### src/rtl/reg_bank_pkg.sv
// Shared constants for the register bank and the ALU that consumes it.
// Build option REG_BANK_BYPASS_EN (used by the read ports) selects write-first forwarding.
package reg_bank_pkg;

  localparam int DATA_W   = 32;
  localparam int NUM_REGS = 32;

  // Keeps a one-entry bank from collapsing the index width to zero bits.
  function automatic int addr_width(input int n);
    return (n > 1) ? $clog2(n) : 1;
  endfunction

  localparam int ADDR_W   = addr_width(NUM_REGS);
  localparam int ZERO_REG = 0;

  typedef logic [DATA_W-1:0] word_t;

endpackage

### src/rtl/reg_bank_if.sv
// Read/write bus between the datapath (master) and the register bank (slave).
// Build option REG_BANK_BYPASS_EN changes bank behaviour only, not this bus.
interface reg_bank_if
  #(parameter int DATA_W = reg_bank_pkg::DATA_W,
    parameter int ADDR_W = reg_bank_pkg::ADDR_W);

  logic              rd_en;
  logic [ADDR_W-1:0] rd_addr1;
  logic [ADDR_W-1:0] rd_addr2;
  logic [DATA_W-1:0] rd_data1;
  logic [DATA_W-1:0] rd_data2;
  logic              rd_valid;
  logic              wr_en;
  logic [ADDR_W-1:0] wr_addr;
  logic [DATA_W-1:0] wr_data;
  logic              wr_done;

  modport master (
    output rd_en, rd_addr1, rd_addr2, wr_en, wr_addr, wr_data,
    input  rd_data1, rd_data2, rd_valid, wr_done
  );

  modport slave (
    input  rd_en, rd_addr1, rd_addr2, wr_en, wr_addr, wr_data,
    output rd_data1, rd_data2, rd_valid, wr_done
  );

endinterface

### src/rtl/reg_bank_rport.sv
// One registered read port of the register bank: index mux, zero/out-of-range rule.
// With REG_BANK_BYPASS_EN defined a same-cycle write is forwarded (write-first).
module reg_bank_rport
  #(parameter int DATA_W   = reg_bank_pkg::DATA_W,
    parameter int NUM_REGS = reg_bank_pkg::NUM_REGS,
    parameter int ADDR_W   = reg_bank_pkg::ADDR_W)
  (
    input  logic                             clk,
    input  logic                             rst_n,
    input  logic                             rd_en_i,
    input  logic [ADDR_W-1:0]                rd_addr_i,
    input  logic                             wr_en_i,
    input  logic [ADDR_W-1:0]                wr_addr_i,
    input  logic [DATA_W-1:0]                wr_data_i,
    input  logic [NUM_REGS-1:0][DATA_W-1:0]  regs_i,
    output logic [DATA_W-1:0]                rd_data_o
  );

  import reg_bank_pkg::*;

  logic [DATA_W-1:0] rdData_d;
  logic [DATA_W-1:0] rdData_q;
  logic              addrLive;

  // Register 0 and indices past the end of the bank always read as zero.
  assign addrLive = (rd_addr_i != ADDR_W'(ZERO_REG)) &&
                    ({1'b0, rd_addr_i} < (ADDR_W+1)'(NUM_REGS));

  always_comb begin
    rdData_d = rdData_q;
    if (rd_en_i) begin
      if (!addrLive) begin
        rdData_d = '0;
      end else begin
        rdData_d = regs_i[rd_addr_i];
`ifdef REG_BANK_BYPASS_EN
        if (wr_en_i && (wr_addr_i == rd_addr_i)) begin
          rdData_d = wr_data_i;
        end
`endif
      end
    end
  end

`ifndef REG_BANK_BYPASS_EN
  logic unusedWrPath;
  assign unusedWrPath = ^{wr_en_i, wr_addr_i, wr_data_i};
`endif

  always_ff @(posedge clk or negedge rst_n) begin
    if (!rst_n) begin
      rdData_q <= '0;
    end else begin
      rdData_q <= rdData_d;
    end
  end

  assign rd_data_o = rdData_q;

endmodule

### src/rtl/reg_bank.sv
// Two-read/one-write register bank with one-cycle registered reads and a write-done pulse.
// Define REG_BANK_BYPASS_EN for write-first same-cycle forwarding; default is read-first.
module reg_bank
  #(parameter int DATA_W   = reg_bank_pkg::DATA_W,
    parameter int NUM_REGS = reg_bank_pkg::NUM_REGS)
  (
    input  logic      clk,
    input  logic      rst_n,
    reg_bank_if.slave bus
  );

  import reg_bank_pkg::*;

  localparam int ADDR_W = addr_width(NUM_REGS);

  logic [NUM_REGS-1:0][DATA_W-1:0] regFile_q;
  logic                            rdValid_q;
  logic                            wrDone_q;
  logic                            wrAccept;
  logic [DATA_W-1:0]               rdData1;
  logic [DATA_W-1:0]               rdData2;

  // Writes to register 0 or beyond the bank are dropped and never signal completion.
  assign wrAccept = bus.wr_en &&
                    (bus.wr_addr != ADDR_W'(ZERO_REG)) &&
                    ({1'b0, bus.wr_addr} < (ADDR_W+1)'(NUM_REGS));

  always_ff @(posedge clk or negedge rst_n) begin
    if (!rst_n) begin
      regFile_q <= '0;
    end else if (wrAccept) begin
      regFile_q[bus.wr_addr] <= bus.wr_data;
    end
  end

  always_ff @(posedge clk or negedge rst_n) begin
    if (!rst_n) begin
      rdValid_q <= 1'b0;
      wrDone_q  <= 1'b0;
    end else begin
      rdValid_q <= bus.rd_en;
      wrDone_q  <= wrAccept;
    end
  end

  reg_bank_rport #(.DATA_W(DATA_W), .NUM_REGS(NUM_REGS), .ADDR_W(ADDR_W)) u_rport1 (
    .clk       (clk),
    .rst_n     (rst_n),
    .rd_en_i   (bus.rd_en),
    .rd_addr_i (bus.rd_addr1),
    .wr_en_i   (bus.wr_en),
    .wr_addr_i (bus.wr_addr),
    .wr_data_i (bus.wr_data),
    .regs_i    (regFile_q),
    .rd_data_o (rdData1)
  );

  reg_bank_rport #(.DATA_W(DATA_W), .NUM_REGS(NUM_REGS), .ADDR_W(ADDR_W)) u_rport2 (
    .clk       (clk),
    .rst_n     (rst_n),
    .rd_en_i   (bus.rd_en),
    .rd_addr_i (bus.rd_addr2),
    .wr_en_i   (bus.wr_en),
    .wr_addr_i (bus.wr_addr),
    .wr_data_i (bus.wr_data),
    .regs_i    (regFile_q),
    .rd_data_o (rdData2)
  );

  assign bus.rd_data1 = rdData1;
  assign bus.rd_data2 = rdData2;
  assign bus.rd_valid = rdValid_q;
  assign bus.wr_done  = wrDone_q;

endmodule

### src/flat_wrapper.sv
// flat-port wrapper written by rule: the top's interface ports become plain ports
module reg_bank_flat import reg_bank_pkg::*;
#(parameter int DATA_W   = reg_bank_pkg::DATA_W,
    parameter int NUM_REGS = reg_bank_pkg::NUM_REGS)
  (clk, rst_n, bus_rd_en, bus_rd_addr1, bus_rd_addr2, bus_wr_en, bus_wr_addr, bus_wr_data, bus_rd_data1, bus_rd_data2, bus_rd_valid, bus_wr_done);
  reg_bank_if #(.DATA_W(DATA_W)) bus_i ();
  input  logic clk;
  input  logic rst_n;
  input wire logic [$bits(bus_i.rd_en)-1:0] bus_rd_en;
  input wire logic [$bits(bus_i.rd_addr1)-1:0] bus_rd_addr1;
  input wire logic [$bits(bus_i.rd_addr2)-1:0] bus_rd_addr2;
  input wire logic [$bits(bus_i.wr_en)-1:0] bus_wr_en;
  input wire logic [$bits(bus_i.wr_addr)-1:0] bus_wr_addr;
  input wire logic [$bits(bus_i.wr_data)-1:0] bus_wr_data;
  output wire logic [$bits(bus_i.rd_data1)-1:0] bus_rd_data1;
  output wire logic [$bits(bus_i.rd_data2)-1:0] bus_rd_data2;
  output wire logic [$bits(bus_i.rd_valid)-1:0] bus_rd_valid;
  output wire logic [$bits(bus_i.wr_done)-1:0] bus_wr_done;
  assign bus_i.rd_en = bus_rd_en;
  assign bus_i.rd_addr1 = bus_rd_addr1;
  assign bus_i.rd_addr2 = bus_rd_addr2;
  assign bus_i.wr_en = bus_wr_en;
  assign bus_i.wr_addr = bus_wr_addr;
  assign bus_i.wr_data = bus_wr_data;
  assign bus_rd_data1 = bus_i.rd_data1;
  assign bus_rd_data2 = bus_i.rd_data2;
  assign bus_rd_valid = bus_i.rd_valid;
  assign bus_wr_done = bus_i.wr_done;
  reg_bank #(.DATA_W(DATA_W), .NUM_REGS(NUM_REGS)) u_core (.clk(clk), .rst_n(rst_n), .bus(bus_i));
endmodule
### config.mk
export PLATFORM = sky130hd
export DESIGN_NAME = reg_bank_flat
export DESIGN_NICKNAME = d
export VERILOG_FILES = /design/src/rtl/reg_bank_pkg.sv /design/src/rtl/reg_bank_if.sv /design/src/rtl/reg_bank_rport.sv /design/src/rtl/reg_bank.sv /design/src/flat_wrapper.sv
export SDC_FILE = /design/constraint.sdc
export NUM_CORES = 2
export LEC_CHECK = 0
export BUFFER_PORTS_ARGS = -buffer_cell sky130_fd_sc_hd__buf_2
export CAP_MARGIN = 20
export CORE_AREA = 4 4 248 432
export CTS_CLUSTER_DIAMETER = 150
export CTS_CLUSTER_SIZE = 40
export DETAILED_ROUTE_END_ITERATION = 6
export DIE_AREA = 0 0 252 436
export PLACE_DENSITY_LB_ADDON = 0.15
export SYNTH_ARGS = -nofsm -noshare
export SYNTH_HDL_FRONTEND = slang
export SYNTH_SLANG_ARGS = --single-unit
### constraint.sdc
create_clock -name clk -period 1.5 [get_ports clk]
set_input_delay 0.225 -clock clk [delete_from_list [all_inputs] [get_ports clk]]
set_output_delay 0.225 -clock clk [all_outputs]
set_load 0.01 [all_outputs]
==> results_tabular.tex <==
\begin{tabular}{lr}
\hline
Metric & Value \\
\hline
\multicolumn{2}{l}{\textbf{STA}} \\
\quad Number of pins with negative max-slew slack in the final report & 0 \\
\quad Slew headroom & 0.538 \\
\quad Shortest period the worst path allows & 1.77 ns \\
\quad Measured slew at the worst slew-check pin & 0.693 ns \\
\quad Fin Clk Skew & 0.0408 ns \\
\quad Final setup vio count & 107 \\
\quad Setup repair after global routing missed its margin & true \\
\quad Final worst hold slack & 0.125 ns \\
\quad Upper clock frequency limit & 565 MHz \\
\quad Minimum setup slack in the final design & -0.270 ns \\
\quad Hold Vio Cnt, Final & 0 \\
\quad Period utilisation layout & 1.18 \\
\multicolumn{2}{l}{\textbf{CTS}} \\
\quad Maximum level of the CTS H-tree & 1 \\
\quad Cts bufs inserted & 31 \\
\quad Clock tree from TritonCTS & yes \\
\quad Clk pin slew, worst setup/hold paths & 0.16 ns \\
\quad Clock Tree Root & sky130\_fd\_sc\_hd\_\_clkbuf\_16 \\
\quad Insertion delay to the later sink of the worst-skew pair & 0.70 ns \\
\quad Clock Tree Buf Depth & 3 \\
\quad Clk sink count & 1090 \\
\multicolumn{2}{l}{\textbf{Logic synthesis}} \\
\quad Number of enable-type register cells in the synthesized netlist & 0 \\
\quad Number of distinct library cell variants in the gate-level netlist after synthesis & 38 \\
\quad Warning count from the yosys run & 0 \\
\quad Summed instance area of the synthesized netlist & 56700 µm² \\
\quad Gate count of the mapped netlist & 4011 \\
\quad Mean area per synthesized cell & 14.1 µm² \\
\quad Register bit total from synthesis & 1090 \\
\quad Sequential element share of the synthesized area & 0.481 \\
\quad Leading register cell type out of synthesis & sky130\_fd\_sc\_hd\_\_dfrtp\_1 \\
\quad Asr flop ratio synth & 1.00 \\
\quad Number of nets in the synthesized netlist & 4062 \\
\multicolumn{2}{l}{\textbf{Detailed routing}} \\
\quad Detailed Route WL & 184 mm \\
\quad Routed via count divided by cell count & 6.78 \\
\quad Pre-Repair DR Iteration Count & 5 \\
\quad \# DRC & 0 \\
\quad Average detailed-routed wire length per instance & 32.4 µm \\
\quad Count of routing violations after the opening detailed-route iteration & 3126 \\
\quad Via total after detailed routing & 38500 \\
\quad Remaining antenna violation count after routing & 0 \\
\multicolumn{2}{l}{\textbf{GRT}} \\
\quad Global route total overflow & 0 \\
\quad Largest net degree at the start of global routing & 82 \\
\quad GR Util met1 & 0.427 \\
\quad GR Util All Layers & 0.332 \\
\quad Met3 track demand over resource in global routing & 0.0426 \\
\quad Vias in the first global route & 40800 \\
\quad Wire length of the first global-routing pass & 272 mm \\
\quad Met2 usage & 0.565 \\
\quad Antenna violations before repair & 3 \\
\quad Highest-utilization routing layer at the global route stage & met2 \\
\multicolumn{2}{l}{\textbf{Layout}} \\
\quad Top library cells by usage in the layout, fill and taps aside & sky130\_fd\_sc\_hd\_\_dfrtp\_1 (1082), sky130\_fd\_sc\_hd\_\_mux2\_2 (872), sky130\_fd\_sc\_hd\_\_buf\_4 (426) \\
\quad Leading cell type in the layout, fill and taps excluded & sky130\_fd\_sc\_hd\_\_dfrtp\_1 \\
\quad Post-layout nets & 4388 \\
\quad Fraction of layout instances using a drive strength above 1 & 0.526 \\
\quad Final core utilization & 0.652 \\
\quad Synth-to-Final Area Change & 18.9\% \\
\multicolumn{2}{l}{\textbf{Place}} \\
\quad Routability Congestion & 0.878 \\
\quad HPWL after detailed placement & 127 mm \\
\quad Number of input and output port buffers inserted & 116 \\
\multicolumn{2}{l}{\textbf{Floorplanning}} \\
\quad Die area & 110000 µm² \\
\quad Area of the placeable core & 103000 µm² \\
\quad Die extent in x & 252 µm \\
\quad Number of placement rows & 156 \\
\quad Initial core utilization & 0.548 \\
\quad Number of I/O pins & 117 \\
\quad Y dimension of the die & 436 µm \\
\multicolumn{2}{l}{\textbf{Setup path}} \\
\quad Category of the critical setup timing path & reg2reg \\
\quad Largest fanout on the critical path & 2 \\
\quad Critical path's largest stage delay & 0.46 ns \\
\quad Critical path endpoint category & register \\
\quad Arrival time at the worst endpoint & 2.37 ns \\
\quad Data required time of the critical path & 2.10 ns \\
\quad Crit path launch type & register \\
\quad Series of cell instances along the critical path & buf\_6 > mux4\_2 > mux2\_4 > a2111oi\_4 > a21oi\_1 \\
\quad Cell at the slowest stage of the critical path & sky130\_fd\_sc\_hd\_\_mux4\_2 \\
\multicolumn{2}{l}{\textbf{Run status}} \\
\quad Status & finished with violations \\
\quad Violations in the final reports & negative setup slack \\
\multicolumn{2}{l}{\textbf{Power}} \\
\quad Lkg Pwr & 30.5 nW \\
\quad Pwr per Cell Area & 1050 nW/µm² \\
\quad VDD IR-drop max & 1190 µV \\
\multicolumn{2}{l}{\textbf{Min path}} \\
\quad Kind of path behind the tightest hold check & in2reg \\
\multicolumn{2}{l}{\textbf{Flow run}} \\
\quad Max-Cap Viols & 0 \\
\hline
\end{tabular}
state kept, by name, summed over array words and instances (netlist names):
register,cells
u_core.u_rport1.rd_data_o,32
u_core.u_rport2.rd_data_o,32
u_core.bus.wr_done,1
u_core.regFile_q,1024
u_core.bus.rd_valid,1
cell families after synthesis:
logic type             share of synthesized area
AOI/OAI and AO/OA                         0.0480
buffers and inverters                     0.0340
and+or+nand+nor                           0.0320
DFF                                        0.481
muxes                                      0.405
cell usage after synthesis, types with 3 or more instances:
| cell type | n | area, µm² |
|---|---|---|
| sky130_fd_sc_hd__mux4_2 | 324 | 7300 |
| sky130_fd_sc_hd__buf_2 | 76 | 380 |
| sky130_fd_sc_hd__nor3_1 | 5 | 25.0 |
| sky130_fd_sc_hd__a2111oi_0 | 66 | 578 |
| sky130_fd_sc_hd__o211ai_1 | 62 | 465 |
| sky130_fd_sc_hd__or4_1 | 64 | 480 |
| sky130_fd_sc_hd__a22o_1 | 60 | 526 |
| sky130_fd_sc_hd__mux2i_1 | 378 | 3780 |
| sky130_fd_sc_hd__nand2_1 | 17 | 63.8 |
| sky130_fd_sc_hd__o22ai_1 | 124 | 776 |
| sky130_fd_sc_hd__or3_1 | 4 | 25.0 |
| sky130_fd_sc_hd__dfrtp_1 | 1090 | 27300 |
| sky130_fd_sc_hd__nand3_1 | 4 | 20.0 |
| sky130_fd_sc_hd__mux2_2 | 1056 | 11900 |
| sky130_fd_sc_hd__nand2b_1 | 67 | 419 |
| sky130_fd_sc_hd__or3b_2 | 4 | 35.0 |
| sky130_fd_sc_hd__nand3b_1 | 9 | 67.6 |
| sky130_fd_sc_hd__buf_6 | 12 | 135 |
| sky130_fd_sc_hd__nor3b_1 | 3 | 22.5 |
| sky130_fd_sc_hd__nor2_1 | 141 | 529 |
| sky130_fd_sc_hd__nor4_1 | 4 | 25.0 |
| sky130_fd_sc_hd__clkbuf_1 | 285 | 1070 |
| sky130_fd_sc_hd__buf_4 | 20 | 150 |
| sky130_fd_sc_hd__buf_1 | 50 | 188 |
| sky130_fd_sc_hd__nand4b_1 | 3 | 26.3 |
| sky130_fd_sc_hd__a21oi_1 | 62 | 310 |
path summary, 6_finish.rpt:
path | cells past startpoint | startpoint | slack, ns | end
worst max-delay path | 5 | u_core.regFile_q[494] | -0.27 | u_core.u_rport1.rd_data_o[14]
worst min-delay path | 4 | bus_rd_addr1[4] | 0.13 | u_core.u_rport1.rd_data_o[12]
worst max register to register | 5 | u_core.regFile_q[494] | -0.27 | u_core.u_rport1.rd_data_o[14]
worst min register to register | 0 | u_core.regFile_q[30] | 0.42 | u_core.regFile_q[30]
max in group asynchronous | 4 | rst_n | 0.65 | u_core.regFile_q[997]
min in group asynchronous | 3 | rst_n | 0.16 | u_core.regFile_q[2]
repair_timing:
item	4_1_cts	5_1_grt
hold buffers	5	0
buffers inserted	30	17
gates resized for setup	76	27
setup endpoints to repair	128	128
hold endpoints to repair	832	0
pin swaps	1	2
cell type report:
type                       count  area (µm²)
antenna                        2        5.00
timing repair buffer         736        7890
sequential                  1090       27300
multi-input combinational   2476       29700
fill                        7650       36000
clock inverter                 2        38.8
inverter                       2        7.51
tap                         1343        1680
clock buffer                  31         776
metrics by stage:
stage	setup TNS [ns]	instances	power, mW	instance area [µm²]	worst slack [ns]
final	-11.25	5682	70.6	67400	-0.270
after global routing	-16.94	5681	73.6	67400	-0.313
after CTS	-13.27	5663	70.5	67100	-0.236
after detailed placement	-291.29	5601	57.7	65700	-0.675
after global placement	-281.70	5600	56.9	65700	-0.788
after floorplan	-36.90	4011	51.3	59000	-0.321
critical path: cells and delay by family (launching register included):
| family | cells | cell delay, ns |
|---|---|---|
| DFF | 1 | 0.42 |
| AOI/OAI and AO/OA | 2 | 0.37 |
| muxes | 2 | 0.74 |
| buffers and inverters | 1 | 0.12 |
report_power, final:
group / total [mW] / leakage, nW / internal (mW) / switching (mW)
Combinational: 19.0 / 16.1 / 11.6 / 7.32
Clock: 12.7 / 0.398 / 3.80 / 8.93
Sequential: 38.9 / 14.0 / 34.7 / 4.19
Total: 70.6 / 30.5 / 50.2 / 20.4
metal layers:
metal / part of all wire / wire length (µm)
met1: 0.38 / 70600
met2: 0.50 / 91700
met3: 0.060 / 11000
met4: 0.059 / 10800
met5: 0 / 0
Note: power is estimated with default switching activity, not from simulation.
